`config.mk`:
```
export PLATFORM = sky130hd
export DESIGN_NAME = spi_slave_regfile
export DESIGN_NICKNAME = d
export VERILOG_FILES = /design/src/rtl/spi_slave_regfile.sv
export SDC_FILE = /design/constraint.sdc
export NUM_CORES = 1
export LEC_CHECK = 0
export ABC_AREA = 1
export CORE_ASPECT_RATIO = 1.5
export CORE_MARGIN = 2
export CORE_UTILIZATION = 53
export CTS_CLUSTER_DIAMETER = 200
export DETAILED_ROUTE_END_ITERATION = 10
export PLACE_DENSITY = 0.73
export REMOVE_ABC_BUFFERS = 1
export SYNTH_ARGS = -nofsm -noshare
export SYNTH_HDL_FRONTEND = slang
export SYNTH_SLANG_ARGS = --single-unit
```
`constraint.sdc`:
```
create_clock -name clk -period 1.7 [get_ports clk]
set_input_delay 0.17 -clock clk [delete_from_list [all_inputs] [get_ports clk]]
set_output_delay 0.17 -clock clk [all_outputs]
set_load 0.005 [all_outputs]
```
`src/rtl/spi_slave_regfile.sv`:
```
// SPI slave fronting a NUM_REGS x DATA_W register file; all logic in the clk domain.
// Frame: 8-bit command (bit7 = write, bits[6:0] = address) then DATA_W data bits, MSB first.
module spi_slave_regfile #(
    parameter int                DATA_W    = 16,
    parameter int                NUM_REGS  = 4,
    parameter logic              CPOL      = 1'b0,
    parameter logic              CPHA      = 1'b0,
    parameter logic [DATA_W-1:0] RESET_VAL = '0
) (
    input  logic              clk,
    input  logic              rst,
    input  logic              spi_sclk_in,
    input  logic              spi_mosi_in,
    input  logic              spi_cs_n_in,
    output logic              spi_miso_out,
    output logic [DATA_W-1:0] led,
    output logic              wr_pulse,
    output logic [6:0]        wr_addr,
    output logic [DATA_W-1:0] wr_data,
    output logic              frame_err
);

    localparam int CNT_W = 6;
    localparam int IDX_W = $clog2(DATA_W);
    localparam logic [CNT_W-1:0] CMD_LAST  = CNT_W'(7);
    localparam logic [CNT_W-1:0] DATA_LAST = CNT_W'(DATA_W - 1);

    typedef enum logic [1:0] {IDLE, CMD, DATA, DONE} state_e;

    state_e                          state_q, state_d;
    logic                            sclk_s1_q, sclk_s2_q, sclk_prev_q;
    logic                            sclk_s1_d, sclk_s2_d, sclk_prev_d;
    logic                            cs_s1_q, cs_s2_q, cs_prev_q;
    logic                            cs_s1_d, cs_s2_d, cs_prev_d;
    logic                            mosi_s1_q, mosi_s2_q, mosi_s1_d, mosi_s2_d;
    logic [1:0]                      vld_q, vld_d;
    logic                            armed_q, armed_d;
    logic [CNT_W-1:0]                bit_cnt_q, bit_cnt_d;
    logic [6:0]                      cmd_q, cmd_d;
    logic                            is_wr_q, is_wr_d;
    logic [6:0]                      addr_q, addr_d;
    logic [DATA_W-2:0]               rx_q, rx_d;
    logic [DATA_W-1:0]               snap_q, snap_d;
    logic                            miso_q, miso_d;
    logic [NUM_REGS-1:0][DATA_W-1:0] regs_q, regs_d;
    logic                            wr_pulse_q, wr_pulse_d;
    logic [6:0]                      wr_addr_q, wr_addr_d;
    logic [DATA_W-1:0]               wr_data_q, wr_data_d;
    logic                            frame_err_q, frame_err_d;

    logic              lead_edge, trail_edge, sample_edge, shift_edge;
    logic              cs_fall, cs_rise, wr_hit;
    logic [7:0]        cmd_next;
    logic [DATA_W-1:0] rx_next, rd_val;
    logic [IDX_W-1:0]  tx_idx;

    always_comb begin
        state_d     = state_q;
        sclk_s1_d   = spi_sclk_in;
        sclk_s2_d   = sclk_s1_q;
        sclk_prev_d = sclk_s2_q;
        cs_s1_d     = spi_cs_n_in;
        cs_s2_d     = cs_s1_q;
        cs_prev_d   = cs_s2_q;
        mosi_s1_d   = spi_mosi_in;
        mosi_s2_d   = mosi_s1_q;
        vld_d       = {vld_q[0], 1'b1};
        armed_d     = armed_q;
        bit_cnt_d   = bit_cnt_q;
        cmd_d       = cmd_q;
        is_wr_d     = is_wr_q;
        addr_d      = addr_q;
        rx_d        = rx_q;
        snap_d      = snap_q;
        miso_d      = miso_q;
        regs_d      = regs_q;
        wr_pulse_d  = 1'b0;
        wr_addr_d   = wr_addr_q;
        wr_data_d   = wr_data_q;
        frame_err_d = 1'b0;

        lead_edge   = (sclk_prev_q == CPOL) && (sclk_s2_q != CPOL);
        trail_edge  = (sclk_prev_q != CPOL) && (sclk_s2_q == CPOL);
        sample_edge = CPHA ? trail_edge : lead_edge;
        shift_edge  = CPHA ? lead_edge : trail_edge;
        cs_fall     = cs_prev_q && !cs_s2_q;
        cs_rise     = !cs_prev_q && cs_s2_q;
        cmd_next    = {cmd_q, mosi_s2_q};
        rx_next     = {rx_q, mosi_s2_q};
        // bit_cnt counts data bits already sampled, which is also the index of the next bit to send
        tx_idx      = IDX_W'(DATA_W - 1) - IDX_W'(bit_cnt_q);

        rd_val = '0;
        wr_hit = 1'b0;
        for (int i = 0; i < NUM_REGS; i++) begin
            if (cmd_next[6:0] == 7'(i)) rd_val = regs_q[i];
            if (addr_q == 7'(i)) wr_hit = 1'b1;
        end

        // The synchronizers only hold real pin levels two clocks after reset; a frame
        // already running then must not look like a fresh cs_n falling edge.
        if (vld_q[1] && cs_s2_q) armed_d = 1'b1;

        case (state_q)
            IDLE: begin
                miso_d = 1'b0;
                if (armed_q && cs_fall) begin
                    state_d   = CMD;
                    bit_cnt_d = '0;
                end
            end
            CMD: begin
                miso_d = 1'b0;
                if (cs_rise) begin
                    frame_err_d = 1'b1;
                    state_d     = IDLE;
                end else if (sample_edge) begin
                    cmd_d = cmd_next[6:0];
                    if (bit_cnt_q == CMD_LAST) begin
                        is_wr_d   = cmd_next[7];
                        addr_d    = cmd_next[6:0];
                        snap_d    = cmd_next[7] ? '0 : rd_val;
                        bit_cnt_d = '0;
                        state_d   = DATA;
                        if (!CPHA && !cmd_next[7]) miso_d = rd_val[DATA_W-1];
                    end else begin
                        bit_cnt_d = bit_cnt_q + 1'b1;
                    end
                end
            end
            DATA: begin
                if (cs_rise) begin
                    frame_err_d = 1'b1;
                    miso_d      = 1'b0;
                    state_d     = IDLE;
                end else if (shift_edge) begin
                    miso_d = snap_q[tx_idx];
                end else if (sample_edge) begin
                    rx_d = rx_next[DATA_W-2:0];
                    if (bit_cnt_q == DATA_LAST) begin
                        miso_d  = 1'b0;
                        state_d = DONE;
                        if (is_wr_q && wr_hit) begin
                            for (int i = 0; i < NUM_REGS; i++) begin
                                if (addr_q == 7'(i)) regs_d[i] = rx_next;
                            end
                            wr_pulse_d = 1'b1;
                            wr_addr_d  = addr_q;
                            wr_data_d  = rx_next;
                        end
                    end else begin
                        bit_cnt_d = bit_cnt_q + 1'b1;
                    end
                end
            end
            DONE: begin
                miso_d    = 1'b0;
                bit_cnt_d = '0;
                if (cs_rise) state_d = IDLE;
            end
            default: state_d = IDLE;
        endcase
    end

    always_ff @(posedge clk) begin
        if (rst) begin
            state_q     <= IDLE;
            sclk_s1_q   <= CPOL;
            sclk_s2_q   <= CPOL;
            sclk_prev_q <= CPOL;
            cs_s1_q     <= 1'b1;
            cs_s2_q     <= 1'b1;
            cs_prev_q   <= 1'b1;
            mosi_s1_q   <= 1'b0;
            mosi_s2_q   <= 1'b0;
            vld_q       <= '0;
            armed_q     <= 1'b0;
            bit_cnt_q   <= '0;
            cmd_q       <= '0;
            is_wr_q     <= 1'b0;
            addr_q      <= '0;
            rx_q        <= '0;
            snap_q      <= '0;
            miso_q      <= 1'b0;
            regs_q      <= {NUM_REGS{RESET_VAL}};
            wr_pulse_q  <= 1'b0;
            wr_addr_q   <= '0;
            wr_data_q   <= '0;
            frame_err_q <= 1'b0;
        end else begin
            state_q     <= state_d;
            sclk_s1_q   <= sclk_s1_d;
            sclk_s2_q   <= sclk_s2_d;
            sclk_prev_q <= sclk_prev_d;
            cs_s1_q     <= cs_s1_d;
            cs_s2_q     <= cs_s2_d;
            cs_prev_q   <= cs_prev_d;
            mosi_s1_q   <= mosi_s1_d;
            mosi_s2_q   <= mosi_s2_d;
            vld_q       <= vld_d;
            armed_q     <= armed_d;
            bit_cnt_q   <= bit_cnt_d;
            cmd_q       <= cmd_d;
            is_wr_q     <= is_wr_d;
            addr_q      <= addr_d;
            rx_q        <= rx_d;
            snap_q      <= snap_d;
            miso_q      <= miso_d;
            regs_q      <= regs_d;
            wr_pulse_q  <= wr_pulse_d;
            wr_addr_q   <= wr_addr_d;
            wr_data_q   <= wr_data_d;
            frame_err_q <= frame_err_d;
        end
    end

    // Gate with the raw pin so MISO drops as soon as the master releases cs_n.
    assign spi_miso_out = miso_q & ~spi_cs_n_in;
    assign led          = regs_q[0];
    assign wr_pulse     = wr_pulse_q;
    assign wr_addr      = wr_addr_q;
    assign wr_data      = wr_data_q;
    assign frame_err    = frame_err_q;

endmodule

```
==> impl_metrics.tcl <==
set metrics [dict create \
    outcome "finished, violations left" \
    violations "negative setup slack" \
    synth.distinct_cells 31 \
    power_frac_comb_pct 12.1 \
    synth_compound_area_share_pct 21.3 \
    p_sw_mw 2.32 \
    clockBufferDepth 2 \
    rows 50 \
    vias 6586 \
    fin_crit_ns 1.82 \
    wl_per_cell_um 17.4 \
    boundaryPins 47 \
    power_density_nw_per_um2 934 \
    start_kind "flop" \
    synth-xor-area-share_pct 0.129 \
    die_h_um 142 \
    yosysWarnings 0 \
    clk-insertion-delay-late_ns 0.43 \
    ys_seq_elements 155 \
    vdd_drop_max_mv 0.748 \
    critPathMaxFanout 8 \
    finClkSkew_ns 0.00998 \
    max_clock_freq_mhz 550 \
    tns_ns -3.35 \
    start_util_pct 54.4 \
    drtIter0Drc 558 \
    cts-root-buf "clkbuf_16" \
    grt_max_degree 63 \
    power_frac_seq_pct 44.5 \
    core-area_um2 12400 \
    place_inst 1103 \
    hold_buffers 0 \
    period_share_pct 107 \
    numCtsBuffers 17 \
    setup_viol 86 \
    drive_gt1_share_pct 23.9 \
    worstSetupEndpointType "flop" \
    overflow 0 \
    die_w_um 96.3 \
    dp_hpwl_um 10700 \
    max-cap-violations 0 \
    grt_pass1_vias 5853 \
    clkTransAtPathRegs_ns 0.07 \
    vias_per_cell 5.69 \
    antenna_cells 0 \
    drc_errors 0 \
    dr.pass1.iters 6 \
    yosys.area_share.simple_pct 19.8 \
    syn2layout_area_growth_pct 32.6 \
    cp.arrival_ns 2.14 \
    post_synth.cell_area_avg_um2 7.39 \
    worst_pin_slew_ns 0.518 \
    slew_headroom_pct 65.5 \
    routed_wirelength_um 20100 \
    setup_ws_ns -0.118 \
    power_frac_clock_pct 43.4 \
    gp_congestion 0.836 \
    power_leakage_nw 3.39 \
    drv_slew 0 \
    synth_edf_count 0 \
    hold_path_class "primary input to flop" \
    port_buffers 46 \
    ant_nets 0 \
    synthMuxAreaShare_pct 0 \
    htreeDepth 4 \
    final_cell_mix "dfxtp_1 (150), a21oi_1 (123), nand2_1 (112), nor2_1 (107), inv_1 (89)" \
    yosys_most_used_dff "dfxtp_1" \
    grtUsageTotal_pct 26.9 \
    final_common_cell "dfxtp_1" \
    worstPathRequired_ns 2.02 \
    crit_type "flop to flop" \
    synth_top_family_by_area "compound AO/OA/AOI/OAI gates" \
    stdcell_count 1158 \
    async_flop_share_pct 0 \
    syn_area_um2 6770 \
    die-area_um2 13700 \
    grt_pass1_wl_um 28300 \
    antenna_found_initial 0 \
    cell_internal_pwr_mw 6.06 \
    utilization_pct 72.1 \
    cts_tree "done" \
    place_ws_ns -0.119 \
    cts_sinks 155 \
    synthAdderAreaFrac_pct 1.48 \
    synth-seq-area-share_pct 45.8 \
    switching_share_pct 27.7 \
    final_nets 1002 \
    rsz0062_at_grt "true" \
    postSynthCellCount 916 \
    final_hold_viol_count 0 \
]
final cells by class:
cell class,instances,area (µm²)
fill,912,3470
multi-input combinational,601,3470
inverter,99,383
sequential,155,3110
clock inverter,14,129
clock buffer,18,439
timing repair buffer,115,1250
tap,156,195
metrics by stage:
step | power, mW | cell area [µm²] | hold slack, ns
2_1_floorplan | 4.23 | 6360 | 0.239
3_3_place_gp | 4.59 | 7530 | 0.390
3_5_place_dp | 4.60 | 7530 | 0.397
4_1_cts | 8.19 | 8370 | 0.252
5_1_grt | 8.64 | 8970 | 0.262
6_report | 8.38 | 8970 | 0.255
registers in the layout, indices dropped and copies added, names as in the netlist:
name         flops
addr_q           7
cs_s1_q          1
bit_cnt_q        6
cs_prev_q        1
regs_q          48
wr_addr          7
led             16
snap_q          16
mosi_s2_q        1
miso_q           1
wr_data         16
sclk_prev_q      1
frame_err        1
cs_prev_d        1
sclk_prev_d      1
is_wr_q          1
armed_q          1
state_q          2
wr_pulse         1
rx_q            15
sclk_s1_q        1
mosi_s1_q        1
vld_q            2
cmd_q            7
synth_stat cells, drive strengths merged (3+ instances only):
master,number,area (µm²)
a21oi,135,676
buf,41,305
clkbuf,27,101
dfxtp,155,3100
ha,8,100
inv,99,372
nand2,124,523
nand3,43,215
nand4,3,18.8
nor2,121,524
nor3,3,26.3
o21ai,147,736
or2,4,25.0
critical path: stages (launching register included):
cell and delay [ns]:
dfxtp_2 0.36, ha_4 0.15, nand2_4 0.06, nor2_4 0.12, nand2_2 0.07, nor2_2 0.11
inv_2 0.07, nor2_8 0.21, buf_12 0.19, nand2_8 0.10, o21ai_1 0.20, nor2_1 0.06
timing repair:
| item | 4_1_cts | 5_1_grt |
|---|---|---|
| buffers inserted | 7 | 7 |
| setup endpoints to repair | 98 | 115 |
| pin swaps | 5 | 21 |
| gates cloned | 4 | 6 |
| gates resized for setup | 62 | 157 |
power by group through the flow:
stage                     clock network (mW)  logic, mW  registers, mW
after floorplan                            0      0.443           3.79
after global placement                     0      0.807           3.78
after detailed placement                   0      0.815           3.78
after CTS                               3.65      0.835           3.71
after global routing                    3.80       1.12           3.73
final                                   3.64       1.02           3.73
kinds of logic (layout without fill, tap and decap cells):
| family | Yosys count | count (layout) |
|---|---|---|
| flip-flops | 155 | 155 |
| adder cells (fa/ha/maj) | 8 | 8 |
| XOR/XNOR | 1 | 1 |
| buffers and inverters | 167 | 246 |
| AO/OA/AOI/OAI | 286 | 286 |
| AND/OR/NAND/NOR | 299 | 306 |
metal layers:
| metal | global-route usage [%] | vias to the layer above | wire (µm) |
|---|---|---|---|
| met5 | 0 | - | 0 |
| met1 | 30.7 | 3096 | 7430 |
| met3 | 6.57 | 81 | 1180 |
| li1 | - | 3121 | - |
| met4 | 11.4 | 0 | 897 |
| met2 | 46.7 | 288 | 10600 |
worst paths after layout:
| kind | startpoint | to | slack [ns] | cells past startpoint |
|---|---|---|---|---|
| worst max-delay path | bit_cnt_q[1] | regs_q[52] | -0.12 | 11 |
| worst min-delay path | spi_mosi_in | mosi_s1_q | 0.26 | 3 |
| worst max register to register | bit_cnt_q[1] | regs_q[52] | -0.12 | 11 |
| worst min register to register | vld_q[0] | vld_q[1] | 0.41 | 2 |
Note: power is estimated with default switching activity, not from simulation.
